File: src/rtl/div_ratio_detector.sv
// div_ratio_detector: measures high/low width and period of div_clk in clk cycles, reports duty symmetry, lock, err and stuck.
// Optional `DIV_DET_SYNC_EN adds a 2-flop synchronizer in front of the sampling flop.
module div_ratio_detector #(
  parameter int CNT_W    = 8,
  parameter int LOCK_CNT = 3
) (
  input  logic             clk,
  input  logic             rst_n,
  input  logic             div_clk,
  output logic [CNT_W:0]   ratio,
  output logic [CNT_W-1:0] high_w,
  output logic [CNT_W-1:0] low_w,
  output logic             symmetric,
  output logic             period_vld,
  output logic             locked,
  output logic             err,
  output logic             stuck
);
  localparam logic [CNT_W-1:0] SAT  = '1;
  localparam logic [3:0]       LOCK = 4'(LOCK_CNT);
  typedef enum logic [1:0] {S_WAIT, S_MEAS, S_LOCK} state_t;
  state_t state_q, state_d;
  logic samp, in_s_q, prev_q;
  logic [CNT_W-1:0] run_q, run_d, hi_cap_q, hi_cap_d, high_q, high_d, low_q, low_d;
  logic [CNT_W:0] ratio_q, ratio_d, new_ratio;
  logic [3:0] match_q, match_d, match_nx;
  logic have_hi_q, have_hi_d, sym_q, sym_d, vld_q, vld_d, lock_q, lock_d;
  logic err_q, err_d, stuck_q, stuck_d;
  logic rise, fall, edge_w, sat_w, same_w;
`ifdef DIV_DET_SYNC_EN
  logic [1:0] sync_q;
  always_ff @(posedge clk or negedge rst_n)
    if (!rst_n) sync_q <= '0;
    else sync_q <= {sync_q[0], div_clk};
  assign samp = sync_q[1];
`else
  assign samp = div_clk;
`endif
  assign rise      = in_s_q & ~prev_q;
  assign fall      = ~in_s_q & prev_q;
  assign edge_w    = rise | fall;
  assign sat_w     = (run_q == SAT) & ~edge_w;
  assign run_d     = edge_w ? CNT_W'(1) : (run_q == SAT ? run_q : run_q + 1'b1);
  assign new_ratio = {1'b0, hi_cap_q} + {1'b0, run_q};
  // match_q == 0 marks the first period after S_WAIT, which never counts as a match
  assign same_w    = (match_q != 4'd0) && (new_ratio == ratio_q);
  assign match_nx  = same_w ? (match_q == LOCK ? LOCK : match_q + 4'd1) : 4'd1;
  always_comb begin
    state_d   = state_q;
    hi_cap_d  = hi_cap_q;
    have_hi_d = have_hi_q;
    match_d   = match_q;
    ratio_d   = ratio_q;
    high_d    = high_q;
    low_d     = low_q;
    sym_d     = sym_q;
    vld_d     = 1'b0;
    lock_d    = lock_q;
    err_d     = 1'b0;
    stuck_d   = stuck_q & ~edge_w;
    if (sat_w) begin
      stuck_d   = 1'b1;
      lock_d    = 1'b0;
      match_d   = 4'd0;
      have_hi_d = 1'b0;
      state_d   = S_WAIT;
    end else if (state_q == S_WAIT) begin
      if (rise) begin
        state_d   = S_MEAS;
        have_hi_d = 1'b0;
      end
    end else if (fall) begin
      hi_cap_d  = run_q;
      have_hi_d = 1'b1;
    end else if (rise && have_hi_q) begin
      ratio_d   = new_ratio;
      high_d    = hi_cap_q;
      low_d     = run_q;
      sym_d     = hi_cap_q == run_q;
      vld_d     = 1'b1;
      have_hi_d = 1'b0;
      match_d   = match_nx;
      if (state_q == S_LOCK && !same_w) begin
        err_d   = 1'b1;
        lock_d  = 1'b0;
        state_d = S_MEAS;
      end else if (match_nx == LOCK) begin
        lock_d  = 1'b1;
        state_d = S_LOCK;
      end
    end
  end
  always_ff @(posedge clk or negedge rst_n)
    if (!rst_n) begin
      state_q   <= S_WAIT;
      in_s_q    <= 1'b0;
      prev_q    <= 1'b0;
      run_q     <= '0;
      hi_cap_q  <= '0;
      have_hi_q <= 1'b0;
      match_q   <= 4'd0;
      ratio_q   <= '0;
      high_q    <= '0;
      low_q     <= '0;
      sym_q     <= 1'b0;
      vld_q     <= 1'b0;
      lock_q    <= 1'b0;
      err_q     <= 1'b0;
      stuck_q   <= 1'b0;
    end else begin
      state_q   <= state_d;
      in_s_q    <= samp;
      prev_q    <= in_s_q;
      run_q     <= run_d;
      hi_cap_q  <= hi_cap_d;
      have_hi_q <= have_hi_d;
      match_q   <= match_d;
      ratio_q   <= ratio_d;
      high_q    <= high_d;
      low_q     <= low_d;
      sym_q     <= sym_d;
      vld_q     <= vld_d;
      lock_q    <= lock_d;
      err_q     <= err_d;
      stuck_q   <= stuck_d;
    end
  assign ratio      = ratio_q;
  assign high_w     = high_q;
  assign low_w      = low_q;
  assign symmetric  = sym_q;
  assign period_vld = vld_q;
  assign locked     = lock_q;
  assign err        = err_q;
  assign stuck      = stuck_q;
endmodule
File: config.mk
export PLATFORM = sky130hd
export DESIGN_NAME = div_ratio_detector
export DESIGN_NICKNAME = d
export VERILOG_FILES = /design/src/rtl/div_ratio_detector.sv
export SDC_FILE = /design/constraint.sdc
export NUM_CORES = 1
export LEC_CHECK = 0
export ABC_AREA = 1
export ABC_CLOCK_PERIOD_IN_PS = 4420
export BUFFER_PORTS_ARGS = -buffer_cell sky130_fd_sc_hd__buf_4
export CAP_MARGIN = 20
export CORE_MARGIN = 5
export CORE_UTILIZATION = 30
export DETAILED_ROUTE_END_ITERATION = 10
export REMOVE_ABC_BUFFERS = 1
export SYNTH_ARGS = -nofsm -noshare
export SYNTH_HDL_FRONTEND = slang
export SYNTH_SLANG_ARGS = --single-unit
File: constraint.sdc
create_clock -name clk -period 4.42 [get_ports clk]
set_clock_uncertainty 0.05 [all_clocks]
set_input_delay 0.442 -clock clk [delete_from_list [all_inputs] [get_ports clk]]
set_output_delay 0.442 -clock clk [all_outputs]
set_load 0.02 [all_outputs]
Word level (Yosys, flattened, before mapping)
Cells that the tools add are included.
{"block": "op_classes", "addsub": 3, "n_mul": 0, "n_div": 0, "order_cmp": 0, "eq_ne": 11, "shift": 0, "n_mux": 36, "n_bitwise": 11, "n_reduce_logical": 17}
{"op": "$mux W4", "n": 6}
{"op": "$mux W1", "n": 21}
{"op": "$mux W8", "n": 2}
{"op": "$mux W2", "n": 7}
{"op": "$reduce_and A4 Y1", "n": 3}
{"op": "$reduce_bool A4 Y1", "n": 3}
{"op": "$add A8 B8 Y9", "n": 1}
{"op": "$eq A9 B9 Y1", "n": 1}
{"op": "$add A8 B1 Y8 const B", "n": 1}
{"op": "$eq A4 B2 Y1 const B", "n": 2}
{"op": "$eq A8 B8 Y1", "n": 1}
{"op": "$eq A8 B8 Y1 const B", "n": 1}
{"op": "$not A1 Y1", "n": 6}
{"op": "$reduce_and A3 Y1", "n": 2}
{"op": "$reduce_bool A3 Y1", "n": 2}
{"op": "$add A4 B1 Y4 const B", "n": 1}
{"op": "$and A1 B1 Y1", "n": 4}
{"op": "$ne A2 B2 Y1 const B", "n": 2}
{"op": "$logic_and A1 B1 Y1", "n": 3}
{"op": "$ne A3 B1 Y1 const B", "n": 1}
{"op": "$ne A3 B3 Y1 const B", "n": 1}
{"op": "$eq A2 B2 Y1 const B", "n": 1}
{"op": "$logic_not A2 Y1", "n": 1}
{"op": "$ne A2 B1 Y1 const B", "n": 1}
{"op": "other kinds (4)", "n": 4}
{"block": "word_totals", "register_bits": 55, "latch_bits": 0, "ram_bits": 0, "romBits": 0, "inputBits": 3, "out_inout_bits": 30, "mem_count": 0}

Longest topological paths before layout
{"block": "logic_depth", "word_depth": 11, "ltp_mapped": 20, "ltp_nobuf": 20}

Least setup slack after synthesis
OpenSTA, ideal clock, no wires.
{"block": "synth_path", "kind": "register to register", "from": "register run_q[0]", "to": "register state_q[0]", "arrival_time_ns": 2.058, "required_ns": 4.253, "setup_slack_ns": 2.195, "stages_incl_launch_ff": 16, "n_path_buf": 0, "synth_period_minus_slack_ns": 2.225, "cell_sequence": "dfrtp_1 ha_1 inv_1 fa_1 xor2_1 nand3_1 nor2_1 nand2_1 inv_1 nand2_1 nor2_4 nand3_4 nor2_4 nand3_2 nand3_1 nand2_1"}
{"block": "synth_between", "elab_chain_cells": 10, "word_cells_on_any_way": 19}
{"item": "start, declared", "line_no": "24", "rtl": "logic [CNT_W-1:0] run_q, run_d, hi_cap_q, hi_cap_d, high_q, high_d, low_q, low_d;"}
{"item": "start signal, assigned", "line_no": "114", "rtl": "run_q <= run_d;"}
{"item": "$add A8 B8 Y9", "line_no": "44", "rtl": "assign new_ratio = {1'b0, hi_cap_q} + {1'b0, run_q};"}
{"item": "$eq A9 B9 Y1", "line_no": "46", "rtl": "assign same_w = (match_q != 4'd0) && (new_ratio == ratio_q);"}
{"item": "$logic_and A1 B1 Y1", "line_no": "46"}
{"item": "$logic_not A1 Y1", "line_no": "83", "rtl": "if (state_q == S_LOCK && !same_w) begin"}
{"item": "$logic_and A1 B1 Y1", "line_no": "83"}
{"item": "$mux W2", "line_no": "83"}
{"item": "$mux W2", "line_no": "75", "rtl": "end else if (rise && have_hi_q) begin"}
{"item": "$mux W2", "line_no": "72", "rtl": "end else if (fall) begin"}
{"item": "$mux W2", "line_no": "67", "rtl": "end else if (state_q == S_WAIT) begin"}
{"item": "$mux W2", "line_no": "61", "rtl": "if (sat_w) begin"}
{"item": "end signal, assigned", "line_no": "111", "rtl": "state_q <= state_d;"}
{"item": "end, declared", "line_no": "22", "rtl": "state_t state_q, state_d;"}
Parallel ways exist; a longest one is shown, timed or not. The select of a mux whose other input is x is not followed.
A chain may end at the register's enable or synchronous reset.

Worst setup path after layout
{"block": "layout_path", "from": "register run_q[0]", "to": "register ratio_q[7] (netlist: ratio[7])"}
{"block": "layout_between", "elab_chain_cells": 4, "word_cells_on_any_way": 5}
{"item": "parallel branches: the longest is 4 deep, another holds $add A8 B8 Y9"}
{"item": "end signal, assigned", "line_no": "118", "rtl": "ratio_q <= ratio_d;"}
{"item": "end, declared", "line_no": "25", "rtl": "logic [CNT_W:0] ratio_q, ratio_d, new_ratio;"}
Parallel ways; which one is timed is not known.

==> results by group <==
Global route
  • Remaining global-route overflow: 0
  • First-pass GRT wire length: 11.3 mm
  • Largest net degree at the start of global routing: 56
  • Initial antenna violation count: 0
  • Number of global-route vias before repair: around 2.4k
  • Overall routing resource usage: 0.116

Clock tree
  • CTS root buf: clkbuf_8
  • CTS tree: built
  • Clock Sinks: between 50 and 60
  • Clock slew seen by the registers of the worst setup and hold paths: 0.10 ns
  • CTS Buf Count: 5
  • Clock latency on the worst-skew pair: about 0.3 ns
  • Cts-stage hold buffer count: 0
  • Max Buffers Root-to-Sink: 2
  • PostCTS Resize Cnt: 0
  • H-tree Lvls: 2
  • Post-CTS setup buffer count: 0

Power
  • PwrDens: ~450 nW/um^2
  • P_leak: 0.00172 uW
  • Final Power: 1530 uW
  • Maximum vdd drop: 0.147 mV

Floorplan
  • Core ar.: 9680 um^2
  • Chip width: 109 um
  • Die area: ~12000 um^2
  • Num ports: 33
  • Die height: 109 um
  • Site row count: 36
  • Starting Density: 0.306

Layout
  • Share of layout cells above drive strength 1: 0.160
  • Area delta synth->final: 15.9%
  • # fillers: 1039
  • Final net count: 416
  • Antenna cells: 0

Worst setup path
  • Setup crit end: ratio[7]
  • Worst R2R Setup Slack: 1.80 ns
  • Arrival @ worst endpoint: 2.76 ns
  • Worst R2R Start: run_q[0]
  • Crit Path Max Fanout: 37
  • Setup crit start kind: register
  • CP Class: reg -> reg
  • Critical path data required time: 4.56 ns
  • Worst Setup SP: run_q[0]
  • Crit. End Element: register
  • FF-to-FF End: ratio[7]
  • R2R cell count: 10

Synth
  • Cells after Synth: 368
  • Top cells by area, synth: dfrtp_1 46%, nand2_1 14%, inv_1 6.0%
  • Top-count cell post-synth: nand2_1
  • Most frequent cells after synthesis: 107 x nand2_1, 55 x dfrtp_1, 47 x inv_1
  • Yosys reg bits: 55
  • Ys Warns: 0
  • Seq/Total Area, Yosys: 0.465
  • Syn_area_per_cell: 8.05 um^2
  • Share of the synthesized area in the top cell type: 0.465
  • Cell variety after synth: 35
  • Post-synth EDFFs: 0
  • Cell Area, Synth: between 2000 and 3000 um^2
  • Ys flop type: dfrtp_1
  • FFs w/ async S/R, synth: 1.00
  • Area leader, netlist: dfrtp_1

Timing
  • Headroom to the max-slew limit: 0.525
  • Fin crit period: 2.62 ns
  • Final count of negative-setup-slack endpoints: 0
  • Slew @ Worst Pin: 0.712 ns
  • Pins over their slew limit: 0
  • Setup TNS: 0 ns
  • Period utilisation layout: 0.593
  • Max Clk Rate: between 300 and 400 MHz
  • RSZ-0062 raised after global routing: false
  • Fin. Hold Viols: 0

Drt
  • Antenna-violating nets left: 0
  • Vias: 2395
  • DR WL/cell: roughly 12 um
  • Drt first-iter violations: 84
  • Total Wirelength: 6.37 mm
  • DRT Pass-1 Iters: 4
  • DRC viols: 0
  • Vias/cell: 4.50

Placed design
  • IO Port Bufs: 32
  • Gpl congestion: 0.819
  • HPWL Detailed: 4.68 mm

Flow run
  • Max Cap Viol: 0

Status
  • Status: complete, no violations

Hold path
  • Hold Crit Class: in -> async
-- how the worst min path moves through the flow --
| stage | start | to | cells after the start |
|---|---|---|---|
| 2_1_floorplan | rst_n | err | 0 |
| 3_3_place_gp | in_s_q | prev_q | 0 |
| 3_5_place_dp | in_s_q | prev_q | 0 |
| 4_1_cts | rst_n | ratio[7] | 1 |
| 5_1_grt | div_clk | in_s_q | 1 |
| 6_report | rst_n | ratio[7] | 1 |
-- state kept, by name, indices dropped and copies added (netlist names) --
| name | count |
|---|---|
| run_q | 8 |
| err | 1 |
| prev_q | 1 |
| match_q | 4 |
| low_w | 8 |
| symmetric | 1 |
| stuck | 1 |
| high_w | 8 |
| ratio | 9 |
| locked | 1 |
| state_q | 2 |
| period_vld | 1 |
| hi_cap_q | 8 |
| have_hi_q | 1 |
| in_s_q | 1 |
-- layer usage --
layer  GRT usage  vias up  wire, um
met1       0.165     1098      3180
met5           0        -         0
met2       0.181       42      2850
met3      0.0247        6       283
met4      0.0285        0        57
li1            -     1249         -
-- final cells by class --
type	instances	area [um^2]	share of cell area
Tap cell	133	166	0.0485
Sequential cell	55	1380	0.401
Inverter	50	188	0.0546
Clock inverter	1	30.0	0.00874
Multi-Input combinational cell	255	1360	0.396
Clock buffer	6	72.6	0.0211
Timing Repair Buffer	32	240	0.0699
-- per-stage QoR --
step | std cells | area (um^2) | hold WS [ns] | util | setup slack, ns
floorplan | 360 | 2930 | 0.0964 | - | 2.19
global placement | 525 | 3330 | 0.346 | 0.344 | 1.86
detailed placement | 525 | 3330 | 0.354 | 0.344 | 1.75
CTS | 532 | 3430 | 0.162 | 0.355 | 1.71
global route | 532 | 3430 | 0.174 | 0.355 | 1.42
finish | 532 | 3430 | 0.135 | 0.355 | 1.80
-- placed cells by master, fill, tap and decap left out, types with 2 or more instances in the layout --
master / n
nand2_1: 107
xor2_1: 2
o21ai_0: 30
nor2_4: 2
nor4_1: 3
inv_1: 47
nand2_2: 10
nand4_1: 2
a31oi_1: 3
a21oi_2: 2
nor3_1: 3
ha_1: 13
a21oi_1: 8
inv_2: 2
nand3_2: 4
nand3_1: 30
o22ai_1: 4
clkbuf_8: 5
nor2_1: 14
nor2_2: 3
dfrtp_1: 55
o21ai_1: 5
buf_4: 32
-- power by group --
part           leakage [uW]  total [uW]  switching [uW]  internal, uW
Sequential         0.000740         650            63.7           587
Combinational      0.000930         554             346           208
Clock             0.0000513         330             163           167
Total               0.00172        1530             573           961
-- cell families after synthesis --
group                    after synthesis  share of synthesized area
AND/OR/NAND/NOR                      182                      0.282
buffers and inverters                 58                     0.0760
AO/OA/AOI/OAI                         55                      0.101
flip-flops                            55                      0.465
adder cells (fa/ha/maj)               14                     0.0617
XOR/XNOR                               4                     0.0144
-- worst max-delay path: stages, from the launching register on --
cell,delay (ns)
dfrtp_1,0.41
ha_1,0.21
nand2_1,0.12
nor3_2,0.24
nand2_1,0.09
nor2_2,0.12
nand2_2,0.19
nand2_2,0.52
inv_2,0.32
nand3_1,0.15
o21ai_1,0.07
Power figures use the tool's default switching activity.
